==> src/rtl/half_adder_pkg.sv <==
// Shared helpers for the half-adder pipe: carry-count width and lane popcount.
package half_adder_pkg;

    localparam int unsigned MAX_WIDTH = 64;
    localparam int unsigned POP_W     = 7;

    function automatic int unsigned carry_width(input int unsigned width);
        int unsigned cw;
        cw = $clog2(width + 32'd1);
        return (cw == 32'd0) ? 32'd1 : cw;
    endfunction

    function automatic logic [POP_W-1:0] popcount(input logic [MAX_WIDTH-1:0] v);
        logic [POP_W-1:0] cnt;
        cnt = '0;
        for (int i = 0; i < int'(MAX_WIDTH); i++) begin
            cnt = cnt + POP_W'(v[i]);
        end
        return cnt;
    endfunction

endpackage

==> src/rtl/half_adder_cell.sv <==
// Single-bit half adder: sum = a ^ b, carry = a & b.
module half_adder_cell (
    input  logic a,
    input  logic b,
    output logic sum,
    output logic carry
);

    assign sum   = a ^ b;
    assign carry = a & b;

endmodule

==> src/rtl/half_adder_pipe.sv <==
// WIDTH independent half-adder lanes with carry summary and an optional
// one-cycle output register stage qualified by out_valid.
module half_adder_pipe
    import half_adder_pkg::*;
#(
    parameter int unsigned WIDTH   = 8,
    parameter int unsigned OUT_REG = 1
) (
    input  logic                             clk,
    input  logic                             rst_n,
    input  logic                             in_valid,
    input  logic [WIDTH-1:0]                 a,
    input  logic [WIDTH-1:0]                 b,
    output logic                             out_valid,
    output logic [WIDTH-1:0]                 sum,
    output logic [WIDTH-1:0]                 carry,
    output logic                             carry_any,
    output logic [carry_width(WIDTH)-1:0]    carry_cnt
);

    localparam int unsigned CW = carry_width(WIDTH);

    logic [WIDTH-1:0] sum_c;
    logic [WIDTH-1:0] carry_c;
    logic             any_c;
    logic [CW-1:0]    cnt_c;

    for (genvar i = 0; i < int'(WIDTH); i++) begin : g_lane
        half_adder_cell u_cell (
            .a     (a[i]),
            .b     (b[i]),
            .sum   (sum_c[i]),
            .carry (carry_c[i])
        );
    end

    assign any_c = |carry_c;
    assign cnt_c = CW'(popcount(MAX_WIDTH'(carry_c)));

    if (OUT_REG != 0) begin : g_reg
        logic             valid_d, valid_q;
        logic [WIDTH-1:0] sum_d,   sum_q;
        logic [WIDTH-1:0] carry_d, carry_q;
        logic             any_d,   any_q;
        logic [CW-1:0]    cnt_d,   cnt_q;

        // Data registers only load on a valid operand pair; otherwise hold.
        always_comb begin
            valid_d = in_valid;
            sum_d   = sum_q;
            carry_d = carry_q;
            any_d   = any_q;
            cnt_d   = cnt_q;
            if (in_valid) begin
                sum_d   = sum_c;
                carry_d = carry_c;
                any_d   = any_c;
                cnt_d   = cnt_c;
            end
        end

        always_ff @(posedge clk or negedge rst_n) begin
            if (!rst_n) begin
                valid_q <= 1'b0;
                sum_q   <= '0;
                carry_q <= '0;
                any_q   <= 1'b0;
                cnt_q   <= '0;
            end else begin
                valid_q <= valid_d;
                sum_q   <= sum_d;
                carry_q <= carry_d;
                any_q   <= any_d;
                cnt_q   <= cnt_d;
            end
        end

        assign out_valid = valid_q;
        assign sum       = sum_q;
        assign carry     = carry_q;
        assign carry_any = any_q;
        assign carry_cnt = cnt_q;
    end else begin : g_comb
        logic unused_clk_rst;
        assign unused_clk_rst = clk ^ rst_n;

        assign out_valid = in_valid;
        assign sum       = sum_c;
        assign carry     = carry_c;
        assign carry_any = any_c;
        assign carry_cnt = cnt_c;
    end

endmodule

==> config.mk <==
export PLATFORM = sky130hd
export DESIGN_NAME = half_adder_pipe
export DESIGN_NICKNAME = d
export VERILOG_FILES = /design/src/rtl/half_adder_pkg.sv /design/src/rtl/half_adder_cell.sv /design/src/rtl/half_adder_pipe.sv
export SDC_FILE = /design/constraint.sdc
export NUM_CORES = 1
export LEC_CHECK = 0
export ABC_CLOCK_PERIOD_IN_PS = 1100
export BUFFER_PORTS_ARGS = -buffer_cell sky130_fd_sc_hd__buf_2
export CORE_MARGIN = 1.5
export CORE_UTILIZATION = 35
export DETAILED_ROUTE_END_ITERATION = 6
export MAX_ROUTING_LAYER = met4
export PLACE_DENSITY_LB_ADDON = 0.2
export SETUP_SLACK_MARGIN = 0.05
export SYNTH_ARGS = -nofsm -noshare
export SYNTH_HDL_FRONTEND = slang
export SYNTH_SLANG_ARGS = --single-unit
==> constraint.sdc <==
create_clock -name clk -period 1.1 [get_ports clk]
set_clock_uncertainty 0.15 [all_clocks]
set_input_delay 0.11 -clock clk [delete_from_list [all_inputs] [get_ports clk]]
set_output_delay 0.11 -clock clk [all_outputs]
set_load 0.005 [all_outputs]
==> results by group <==
Floorplan
  – Placement row count: 20
  – Top Ports: 41
  – Core area: 3028 um^2
  – Starting Density: 0.3657
  – DIE WIDTH: 59.25 um
  – Die Ht: 59.25 um
  – Die area: 3510 um^2

STA
  – Final setup fails: 7
  – Slew Limit Headroom: 0.6624
  – Period minus WS final: 2.793 ns
  – Hold violation count in the final report: 6
  – Fin Hold WS: -0.02099 ns
  – Final period util: 2.539
  – Worst Setup Slack, final: -1.693 ns
  – Pins over their slew limit: 0
  – Fmax: 358.0 MHz
  – Worst Tran Pin Value: 0.5063 ns
  – RSZ-0062 raised after global routing: yes

Clocking
  – Clock transition at path regs: 0.12 ns
  – Num Clock Sinks: 22
  – Hold_buf cts: 2
  – Clock root buffer: clkbuf_4
  – CTS Buffer Depth: 2
  – H-Tree Depth: 1
  – Cts bufs inserted: 3
  – CTS tree: done
  – Clk_lat worst skew: 0.30 ns

Synth
  – Asr flop ratio synth: 1.000
  – Post-synth cell types: 14
  – Synth top area cells: dfrtp_1 50%, mux2_2 18%, ha_1 14%
  – Post-Synthesis Cells: 79
  – Top-area cell type share of the netlist area: 0.4972
  – Net Count, Synth: 114
  – Syn. warnings: 0
  – Mapped Avg Cell Area: 14.02 um^2
  – Top FF cell, synth: dfrtp_1
  – Yosys top cell by area: dfrtp_1
  – Register area share after synthesis: 0.4972
  – Count leader, synth: dfrtp_1
  – Flops & latches, synth: 22
  – Synth cell count leaders: 22 x dfrtp_1, 18 x mux2_2, 12 x ha_1, 12 x inv_1, 4 x fa_1
  – Mapped Area: 1107 um^2
  – Post-synth EDFFs: 0

Placement
  – IO Port Bufs: 40
  – HPWL after DPL: 1.545 mm
  – GPL Wtd Cong: 0.7873
  – Placed inst area: 1449 um^2

Pwr
  – Net Sw Frac: 0.2657
  – Seq pwr share: 0.481
  – Comb pwr share: 0.297
  – Pint: 1491 uW
  – Maximum vdd drop: 0.0007056 V
  – PD cells: 1271 nW/um^2
  – Static Leak: 0.0008185 uW
  – Clock power share: 0.222
  – Sw power: 539.4 uW

Global route
  – Initial antenna violation count: 0
  – First-pass GRT wire length: 3.346 mm
  – GRT Util Overall: 0.1316
  – Number of global-route vias before repair: 749
  – Gr ovfl total: 0
  – Largest net degree at the start of global routing: 25

Worst setup path
  – Worst Setup End Kind: flip-flop
  – Crit Path Max Fanout: 2
  – Critical Path Start: a[3]
  – FF-to-FF End: carry[1]
  – Reg2Reg Setup Slack: 0.07 ns
  – Crit path launch type: input pin
  – Worst Reg-to-Reg Cells: 2
  – CP required: 1.16 ns
  – Critical path arrival: 2.85 ns
  – Crit Reg-Reg Startpoint: carry[1]
  – Crit Path Class: input pin to flip-flop

Final layout
  – Final nets: 173
  – Antenna Cells: 0
  – Core Util, Final: 0.5277
  – Share of layout cells above drive strength 1: 0.5985
  – Cell area after layout: 1598 um^2
  – Area growth from synthesis to layout: 44.29%
  – FILL cells: 271

Outcome
  – Failing checks: negative hold slack, negative setup slack
  – Status: complete, but fails checks

Drt
  – Detailed Routing Iterations Pass 1: 3
  – Post-route DRC violation count: 0
  – Vias: 781
  – Average wire per standard cell: 11.57 um
  – Drt initial violations: 5
  – Detailed-route wire length: 2.094 mm
  – Routed Antenna Nets: 0
  – Vias per Instance: 4.315

Min path
  – Class of the worst hold path: input pin to flip-flop
  – WHS Path Cells: 3
  – Worst hold endpoint: sum[2]
  – Worst hold path startpoint: b[2]

Job
  – Max_cap viols: 0
## layer usage
metal / part of all wire / track usage / vias to the layer above / routed length [um]
met5: 0 / - / - / 0
met1: 0.45 / 0.1660 / 372 / 951
met3: 0.056 / 0.03275 / 4 / 118
li1: - / - / 382 / -
met2: 0.48 / 0.1994 / 23 / 997
met4: 0.013 / 0.05844 / 0 / 27
## power groups by stage
stage	Clock [uW]	Sequential, uW	Combinational, uW
6_report	451	977	603
3_5_place_dp	0	995	521
5_1_grt	502	993	682
3_3_place_gp	0	991	508
2_1_floorplan	0	1010	260
4_1_cts	468	978	591
## metrics by stage
stage | instances | power [uW] | worst slack, ns | TNS [ns]
after global routing | 181 | 2177 | -1.760 | -6.759
after floorplan | 79 | 1267 | -1.903 | -6.504
after global placement | 169 | 1498 | -2.063 | -7.363
after detailed placement | 169 | 1515 | -2.124 | -7.534
after CTS | 180 | 2037 | -1.686 | -5.791
final | 181 | 2030 | -1.693 | -5.724
## how the worst max path moves through the flow
stage	end	slack (ns)
floorplan	carry_cnt[2]	-1.90
global placement	carry_cnt[2]	-2.06
detailed placement	carry_cnt[2]	-2.12
CTS	carry_cnt[2]	-1.69
global route	carry_cnt[2]	-1.76
finish	carry_cnt[2]	-1.69
## critical path, cell delays in order
cell,delay [ns]
buf_6,0.10
ha_4,0.15
fa_1,0.53
inv_1,0.05
fa_1,0.47
inv_1,0.05
fa_1,0.52
ha_4,0.14
inv_2,0.03
fa_2,0.32
xnor2_1,0.13
mux2_2,0.26
## cell families (layout without fill, tap and decap cells)
family	count (synthesis)	after routing	share of synthesized area
compound gates	3	3	0.01808
xor+xnor	1	1	0.007911
buf+inv	14	72	0.06101
mux	19	19	0.1921
flops	22	22	0.4972
fa+ha+maj	16	16	0.2079
simple gates	4	4	0.01582
## sequential cells by signal, summed over array words and instances, names as in the netlist
name       flops
carry_any      1
carry_cnt      4
out_valid      1
sum            8
carry          8
## placed cells by master (no fill, tap or decap)
cell	n
nor2_1	2
mux2_2	15
nor4_1	1
inv_1	11
clkbuf_4	3
fa_1	3
inv_2	1
nand2_1	1
dfrtp_1	22
a41oi_1	1
buf_12	1
mux2_4	3
mux2i_1	1
buf_6	4
buf_2	38
a21oi_1	1
buf_4	11
o22ai_1	1
clkbuf_8	1
fa_2	1
ha_1	8
dlygate4sd3_1	2
xnor2_1	1
ha_4	4
## layout make-up
| type | count | area (um^2) | share of cell area |
|---|---|---|---|
| multi-input combinational | 43 | 553.0 | 0.3461 |
| sequential | 22 | 550.5 | 0.3446 |
| timing repair buffer | 56 | 357.8 | 0.2240 |
| tap | 44 | 55.05 | 0.03446 |
| inverter | 12 | 45.04 | 0.02819 |
| clock buffer | 4 | 36.28 | 0.02271 |
## repair_timing
| action | 4_1_cts | 5_1_grt |
|---|---|---|
| resized for setup | 3 | 5 |
| setup buffers | 5 | 1 |
| endpoints found under the hold margin | 29 | 4 |
| pin swaps | 5 | 0 |
| setup endpoints to repair | 26 | 28 |
Note: power is estimated with default switching activity, not from simulation.
